==> config.mk <==
export PLATFORM = sky130hd
export DESIGN_NAME = passcode_ctrl
export DESIGN_NICKNAME = d
export VERILOG_FILES = /design/src/rtl/passcode_ctrl.sv
export SDC_FILE = /design/constraint.sdc
export NUM_CORES = 1
export LEC_CHECK = 0
export ABC_AREA = 1
export CAP_MARGIN = 20
export CORE_UTILIZATION = 55
export DETAILED_ROUTE_END_ITERATION = 7
export GPL_TIMING_DRIVEN = 1
export PLACE_DENSITY = 0.73
export SLEW_MARGIN = 30
export SYNTH_ARGS = -nofsm -noshare
export SYNTH_HDL_FRONTEND = slang
export SYNTH_SLANG_ARGS = --single-unit
==> constraint.sdc <==
create_clock -name clk_i -period 4.8 [get_ports clk_i]
set_input_delay 0.96 -clock clk_i [delete_from_list [all_inputs] [get_ports clk_i]]
set_output_delay 0.96 -clock clk_i [all_outputs]
set_load 0.05 [all_outputs]
==> src/rtl/passcode_ctrl.sv <==
// passcode_ctrl: keypad passcode store-and-verify controller for the door lock.
// Handles entry, code change while open, failed-attempt lockout and auto-close.
module passcode_ctrl #(
    parameter int DIGIT_W     = 4,
    parameter int MAX_LEN     = 6,
    parameter int MIN_LEN     = 4,
    parameter int MAX_FAIL    = 3,
    parameter int LOCK_CYCLES = 1000,
    parameter int OPEN_CYCLES = 500
) (
    input  logic                            clk_i,
    input  logic                            rst_i,
    input  logic [DIGIT_W-1:0]              digit_i,
    input  logic                            digit_vld_i,
    input  logic                            enter_i,
    input  logic                            clear_i,
    input  logic                            set_req_i,
    input  logic                            close_i,
    output logic                            open_o,
    output logic                            corr_o,
    output logic                            fail_o,
    output logic                            set_o,
    output logic                            set_err_o,
    output logic                            locked_o,
    output logic [$clog2(MAX_FAIL+1)-1:0]   fail_cnt_o
);

    localparam int LW   = $clog2(MAX_LEN + 1);
    localparam int FW   = $clog2(MAX_FAIL + 1);
    localparam int TMAX = (LOCK_CYCLES > OPEN_CYCLES) ? LOCK_CYCLES : OPEN_CYCLES;
    localparam int TW   = $clog2(TMAX + 1);

    typedef enum logic [2:0] {
        S_IDLE,
        S_ENTRY,
        S_OPEN,
        S_SET,
        S_LOCKED
    } state_t;

    state_t                          state_q;
    logic [MAX_LEN-1:0][DIGIT_W-1:0] buf_q;
    logic [LW-1:0]                   cnt_q;
    logic                            ovf_q;
    logic [MAX_LEN-1:0][DIGIT_W-1:0] code_q;
    logic [LW-1:0]                   code_len_q;
    logic [FW-1:0]                   fail_q;
    logic [TW-1:0]                   timer_q;
    logic                            open_q;
    logic                            corr_q;
    logic                            fail_p_q;
    logic                            set_q;
    logic                            set_err_q;
    logic                            locked_q;

    logic [MAX_LEN-1:0][DIGIT_W-1:0] buf_d;
    logic [LW-1:0]                   cnt_d;
    logic                            ovf_d;
    logic                            match;
    logic [FW-1:0]                   fail_inc;

    // Buffer as it would look with this cycle's digit appended, and its
    // comparison against the stored code (so enter+digit includes the digit).
    always_comb begin
        buf_d = buf_q;
        cnt_d = cnt_q;
        ovf_d = ovf_q;
        if (digit_vld_i) begin
            if (cnt_q < LW'(MAX_LEN)) begin
                for (int i = 0; i < MAX_LEN; i++) begin
                    if (LW'(i) == cnt_q) begin
                        buf_d[i] = digit_i;
                    end
                end
                cnt_d = cnt_q + LW'(1);
            end else begin
                ovf_d = 1'b1;
            end
        end
        match = (cnt_d == code_len_q) && !ovf_d;
        for (int i = 0; i < MAX_LEN; i++) begin
            if ((LW'(i) < cnt_d) && (buf_d[i] != code_q[i])) begin
                match = 1'b0;
            end
        end
        fail_inc = fail_q + FW'(1);
    end

    // Main controller FSM with registered status outputs and pulses.
    always_ff @(posedge clk_i or posedge rst_i) begin
        if (rst_i) begin
            state_q    <= S_IDLE;
            buf_q      <= '0;
            cnt_q      <= '0;
            ovf_q      <= 1'b0;
            code_q     <= '0;
            code_len_q <= LW'(MIN_LEN);
            fail_q     <= '0;
            timer_q    <= '0;
            open_q     <= 1'b0;
            corr_q     <= 1'b0;
            fail_p_q   <= 1'b0;
            set_q      <= 1'b0;
            set_err_q  <= 1'b0;
            locked_q   <= 1'b0;
        end else begin
            corr_q    <= 1'b0;
            fail_p_q  <= 1'b0;
            set_q     <= 1'b0;
            set_err_q <= 1'b0;
            case (state_q)
                S_IDLE, S_ENTRY: begin
                    if (clear_i) begin
                        state_q <= S_IDLE;
                        buf_q   <= '0;
                        cnt_q   <= '0;
                        ovf_q   <= 1'b0;
                    end else if (enter_i) begin
                        buf_q <= '0;
                        cnt_q <= '0;
                        ovf_q <= 1'b0;
                        if (match) begin
                            corr_q  <= 1'b1;
                            fail_q  <= '0;
                            state_q <= S_OPEN;
                            timer_q <= TW'(OPEN_CYCLES);
                            open_q  <= 1'b1;
                        end else begin
                            fail_p_q <= 1'b1;
                            fail_q   <= fail_inc;
                            if (fail_inc == FW'(MAX_FAIL)) begin
                                state_q  <= S_LOCKED;
                                timer_q  <= TW'(LOCK_CYCLES);
                                locked_q <= 1'b1;
                            end else begin
                                state_q <= S_IDLE;
                            end
                        end
                    end else if (digit_vld_i) begin
                        buf_q   <= buf_d;
                        cnt_q   <= cnt_d;
                        ovf_q   <= ovf_d;
                        state_q <= S_ENTRY;
                    end
                end
                S_OPEN: begin
                    if (set_req_i) begin
                        state_q <= S_SET;
                        buf_q   <= '0;
                        cnt_q   <= '0;
                        ovf_q   <= 1'b0;
                    end else if (close_i || (timer_q <= TW'(1))) begin
                        state_q <= S_IDLE;
                        open_q  <= 1'b0;
                        timer_q <= '0;
                    end else begin
                        timer_q <= timer_q - TW'(1);
                    end
                end
                S_SET: begin
                    if (clear_i) begin
                        state_q <= S_OPEN;
                        timer_q <= TW'(OPEN_CYCLES);
                        buf_q   <= '0;
                        cnt_q   <= '0;
                        ovf_q   <= 1'b0;
                    end else if (enter_i) begin
                        buf_q <= '0;
                        cnt_q <= '0;
                        ovf_q <= 1'b0;
                        if ((cnt_d >= LW'(MIN_LEN)) && !ovf_d) begin
                            code_q     <= buf_d;
                            code_len_q <= cnt_d;
                            set_q      <= 1'b1;
                            state_q    <= S_IDLE;
                            open_q     <= 1'b0;
                            timer_q    <= '0;
                        end else begin
                            set_err_q <= 1'b1;
                            state_q   <= S_OPEN;
                            timer_q   <= TW'(OPEN_CYCLES);
                        end
                    end else if (digit_vld_i) begin
                        buf_q <= buf_d;
                        cnt_q <= cnt_d;
                        ovf_q <= ovf_d;
                    end
                end
                S_LOCKED: begin
                    if (timer_q <= TW'(1)) begin
                        state_q  <= S_IDLE;
                        locked_q <= 1'b0;
                        fail_q   <= '0;
                        timer_q  <= '0;
                    end else begin
                        timer_q <= timer_q - TW'(1);
                    end
                end
                default: begin
                    state_q <= S_IDLE;
                end
            endcase
        end
    end

    assign open_o     = open_q;
    assign corr_o     = corr_q;
    assign fail_o     = fail_p_q;
    assign set_o      = set_q;
    assign set_err_o  = set_err_q;
    assign locked_o   = locked_q;
    assign fail_cnt_o = fail_q;

endmodule

### Word-level counts from Yosys, hierarchy flattened

Cells that the tools add are included.

| cells by class | value |
|---|---|
| shift-type cells | 0 |
| $lt $le $gt $ge | 9 |
| multiplexer cells | 92 |
| reductions and logical operators | 25 |
| add/sub/neg operators | 3 |
| divide/modulo/power cells | 0 |
| equal/unequal tests | 34 |
| bitwise logic cells | 1 |
| multiply operators | 0 |

Operators by type and width:

| cell | count |
|---|---|
| 24-bit 2-to-1 mux | 6 |
| 10-bit 2-to-1 mux | 9 |
| 3-bit 2-to-1 mux | 16 |
| 24-bit one-hot mux with 2 select lines | 1 |
| 1-bit 2-to-1 mux | 41 |
| 10-bit one-hot mux with 4 select lines | 1 |
| 4-bit 2-to-1 mux | 6 |
| 2-bit inequality test (second input constant) | 12 |
| 4-bit inequality test | 6 |
| 3-bit one-hot mux with 4 select lines | 1 |
| 4-bit AND reduction | 3 |
| 6-bit AND reduction | 2 |
| 10-bit by 1-bit <= comparator with 1-bit output (second input constant) | 1 |
| 2-bit 2-to-1 mux | 5 |
| 10-bit by 1-bit subtractor with 10-bit output (second input constant) | 1 |
| 9-bit 2-to-1 mux | 1 |
| 3-bit inequality test (second input constant) | 3 |
| 9-bit AND reduction | 1 |
| 1-bit logical AND | 8 |
| 2-bit by 3-bit == test with 1-bit output (first input constant) | 2 |
| 3-bit by 2-bit == test with 1-bit output (second input constant) | 2 |
| 3-bit == test (first input constant) | 2 |
| 3-bit logical NOT | 2 |
| 1-bit by 3-bit < comparator with 1-bit output (first input constant) | 2 |
| other kinds (26) | 30 |

| storage, ports and cells | value |
|---|---|
| bits of input ports | 11 |
| ROM bits | 0 |
| output and inout bits | 8 |
| logic and storage cells | 188 |
| memories kept | 0 |
| flip-flop bits (word level) | 76 |
| RAM bits | 0 |
| bits in latches | 0 |

### Longest topological paths before layout

| logic depth | value |
|---|---|
| depth after elaboration | 16 |
| depth in mapped cells | 19 |

### Worst setup path before layout

Ideal clock, no wire load.

| timing path | value |
|---|---|
| path kind | input to register |
| start point | input digit_vld_i |
| end point | register timer_q[9] |
| setup time | 0.118 ns |
| setup slack | 2.296 ns |
| stages on the path | 14 |
| data required time | 4.682 ns |
| arrival time | 2.386 ns |
| path buffers | 1 |
| cell sequence | buf_4 nand3_2 nand2_1 nand3_1 nand2_1 nand2_1 nor2_1 nand3_1 a21oi_2 nand3_2 nand3_2 nand2_2 nand2_1 nand2_1 |

| between the ends | value |
|---|---|
| word-level cells in the longest chain between the ends | 13 |
| elaborated cells between the ends (all ways) | 36 |
| classes of those cells | 6 x order compare; 8 x eq/ne; 13 x mux; 9 x reduce/logical |

RTL lines:

| element | line | RTL |
|---|---|---|
| start, declared | 14 | `input logic digit_vld_i,` |
| 3-bit 2-to-1 mux, or another cell as far along | 68 | `if (digit_vld_i) begin` |
| 1-bit by 3-bit < comparator with 1-bit output, or another cell as far along | 82 | `if ((LW'(i) < cnt_d) && (buf_d[i] != code_q[i])) begin` |
| 1-bit logical AND (on tied branches) | 82, 80 |  |
| 1-bit 2-to-1 mux (5 in a row) | 82 |  |
| 1-bit 2-to-1 mux (*) | 82 |  |
| 10-bit 2-to-1 mux | 122 | `if (match) begin` |
| 10-bit 2-to-1 mux | 118 | `end else if (enter_i) begin` |
| 10-bit 2-to-1 mux | 113 | `if (clear_i) begin` |
| 10-bit one-hot mux with 4 select lines | 111 | `case (state_q)` |
| end signal, assigned | 126 | `timer_q <= TW'(OPEN_CYCLES);` |
| end signal, assigned | 133 | `timer_q <= TW'(LOCK_CYCLES);` |
| end signal, assigned | 157 | `timer_q <= timer_q - TW'(1);` |
| end, declared | 48 | `logic [TW-1:0] timer_q;` |

Every way passes the cells marked *; elsewhere a longest branch is shown, timed or not. The select of a mux whose other input is x is not followed.
A chain may end at the register's enable or synchronous reset.

### Worst setup path in the final report

Ends and elaborated chain as after synthesis.

==> key figures <==
Setup path
  • Worst reg-to-reg path cell count: 16
  • R2r startpoint: cnt_q[2]
  • Worst R2R Setup Slack: 1870 ps
  • Setup crit start: digit_vld_i
  • Worst EP required: 5050 ps
  • Crit end category: register
  • Critical path arrival: 3890 ps
  • CP endpoint: timer_q[9]
  • Worst flop-to-flop path endpoint: timer_q[9]
  • CP Class: input pin to register
  • CP Max Fanout: 20
  • Startpoint Class: input pin

Clock tree
  • Post-CTS Resized: 0
  • Clock insertion delay at the later pin of the skew report: 360 ps
  • Cts bufs inserted: 9
  • Htree depth: 3
  • Clk slew on worst S/H paths: 70 ps
  • Clk buf depth: 2
  • TritonCTS sink count: 76
  • CTS tree: yes
  • CTS Root Cell: clkbuf_8
  • Setup bufs post-CTS: 0
  • Cts hold-fix bufs: 0

Global route
  • Vias in the first global route: 3847
  • First-pass GRT wire length: 17.9 mm
  • Largest net degree at the start of global routing: 77
  • Grt ovf: 0
  • Initial antenna violation count: 0
  • GRT Util Overall: 26.4%

Routing
  • Routed WL: 10.3 mm
  • Vias/cell: 5.33
  • DR vias: 4100
  • Post-detailed-route count of antenna-violating nets: 0
  • Detailed Route Iter0 Violations: 210
  • Drt wl/cell: 13.4 µm
  • DR DRC count: 0
  • DR pass1 iterations: 5

Synth
  • Synth unique cells: 34
  • Main combinational cell family by area after synthesis: simple AND/OR/NAND/NOR gates
  • Mux contribution to synthesized area: 0%
  • Ys flop type: dfrtp_1
  • Post-synth EDFFs: 0
  • Syn_nets: 662
  • FF+latch count, synth: 76
  • Mapped Cells: 643
  • Mapped cell area: 4530 µm²
  • Async set or reset register ratio after synthesis: 100%
  • Syn avg cell area: 7.05 µm²
  • Simple-Gate Fraction of Synth Area: 34.4%
  • Ys Warns: 0
  • Adder-cell share of the synthesized area: 2.21%
  • Sequential fraction of the synthesis area: 42.0%
  • Synth Area in XOR/XNOR: 2.10%
  • Complex-gate fraction of the synthesized area: 9.52%

Worst hold path
  • Hold Path Depth: 2
  • Min-delay worst type: register to register

STA
  • Final min period: 3650 ps
  • RSZ-0062 raised after global routing: no
  • Finish-stage setup viols: 0
  • Clock skew: 9.29 ps
  • Pins Over Slew Limit: 0
  • Slew @ Worst Pin: 770 ps
  • Fin. Hold Viols: 0
  • Slew headroom: 48.5%
  • Achievable clock frequency: 0.274 GHz
  • Tcrit/Tclk final: 76.0%
  • Setup_tns: 0 ps

Pwr
  • Power Total: 0.00225 W
  • Comb power frac: 42.3%
  • PwrDens: 450 nW/µm²
  • Peak VDD IR: 0.279 mV
  • P_leak: 2.54 nW
  • NetSw: 0.000964 W
  • Reg power frac: 36.0%
  • Power share of the clock group: 21.7%
  • Switching Share: 42.8%
  • P_int: 0.00129 W

Finish
  • Ant diodes: 0
  • Nets@finish: 681
  • Fill count: 699
  • Multi-input gate area: 2210 µm²
  • Sequential Area: 1900 µm²
  • Share of layout cells above drive strength 1: 5.55%
  • Area grow syn2layout: 10.4%
  • Fin cells: 769

Place
  • Placed Cells: 753
  • # port buffers: 18
  • Hpwl dp: 7.10 mm
  • Gpl congestion: 0.924

Run status
  • Status: completed

Floorplan
  • DIE WIDTH: 92.8 µm
  • Ports: 19
  • Die Y: 92.8 µm
  • Core ar.: 7850 µm²
  • Initial core utilization: 57.8%
  • Die Area: 8610 µm²
  • Num rows: 32

Flow run
  • Max_cap viols: 0
==> flip-flops by register name, indices dropped and copies added, names as in the netlist, 2 cells and up <==
register / count
state_q: 3
buf_q: 24
code_len_q: 3
fail_cnt_o: 2
code_q: 24
timer_q: 10
cnt_q: 3
==> worst min-delay path by stage <==
stage / from / end / slack [ps]
6_report: locked_o / locked_o / 480
3_3_place_gp: locked_o / locked_o / 460
4_1_cts: locked_o / locked_o / 490
2_1_floorplan: code_len_q[2] / code_len_q[2] / 450
3_5_place_dp: locked_o / locked_o / 460
5_1_grt: code_len_q[2] / code_len_q[2] / 510
==> metrics by stage <==
| step | setup slack [ps] | cell area [µm²] | utilization, % | hold WS [ps] |
|---|---|---|---|---|
| after floorplan | 1900 | 4530 | - | 453 |
| after global placement | 839 | 4810 | 61.3 | 459 |
| after detailed placement | 822 | 4810 | 61.3 | 465 |
| after CTS | 1180 | 5000 | 63.7 | 485 |
| after global routing | 812 | 5000 | 63.8 | 511 |
| final | 1150 | 5000 | 63.8 | 481 |
==> layer usage <==
metal	GRT usage, %	up-vias	part of all wire [%]
met4	9.87	0	1.3
li1	-	2088	-
met1	37.0	1914	49
met2	40.8	86	45
met5	0	-	0
met3	4.52	12	4.8
==> synth_stat cells, types with 7 or more instances <==
library cell | instances | share of area, %
o22ai_1 | 28 | 3.9
ha_1 | 8 | 2.2
inv_1 | 90 | 7.5
nand3_1 | 50 | 5.5
nand3b_1 | 9 | 1.5
dfrtp_1 | 75 | 41
nand4_1 | 14 | 1.9
nor2_1 | 47 | 3.9
xor2_1 | 7 | 1.4
nand2_1 | 230 | 19
o21ai_0 | 35 | 3.9
clkbuf_1 | 11 | 0.91
==> area by class of cell <==
class | instances | area share [%]
tap | 102 | 2.55
sequential | 76 | 38.0
timing repair buffer | 23 | 4.42
inverter | 95 | 7.17
clock inverter | 2 | 0.700
clock buffer | 14 | 3.05
multi-input combinational | 457 | 44.1
==> cells in the final DEF (no fill, tap or decap), types with 5 or more instances in the layout <==
cell / Yosys / final
nand2_1: 230 / 230
inv_1: 90 / 89
dfrtp_1: 75 / 75
nand3_1: 50 / 50
nor2_1: 47 / 47
o21ai_0: 35 / 35
o22ai_1: 28 / 28
clkdlybuf4s50_1: 0 / 18
nand4_1: 14 / 14
clkbuf_8: 0 / 10
nand3b_1: 9 / 9
ha_1: 8 / 8
xor2_1: 7 / 7
nand3_2: 5 / 5
nor3_1: 5 / 5
==> logic make-up after synthesis <==
group	after synthesis
buf+inv	110
xor+xnor	10
compound gates	74
fa+ha+maj	8
simple gates	365
flops	76
==> worst max-delay path, cell delays in order <==
cell and delay, ps:
clkdlybuf4s50_1 970, inv_1 310, o21ai_2 200, nand2_1 90
clkinv_1 100, nor2_1 40, nor2_1 80, nand3_1 70
nor2_1 100, nand2_1 70, a21oi_2 180, nand3_2 150
nand3_2 220, nand2_2 190, nand2_1 90, nand2_1 50
==> power groups by stage <==
stage	Clock, W	Combinational, W	Sequential [W]
3_5_place_dp	0	0.000939	0.000821
4_1_cts	0.000493	0.000943	0.000811
3_3_place_gp	0	0.000924	0.000821
2_1_floorplan	0	0.000672	0.000863
6_report	0.000489	0.000952	0.000812
5_1_grt	0.000521	0.00108	0.000825
Note: power is estimated with default switching activity, not from simulation.
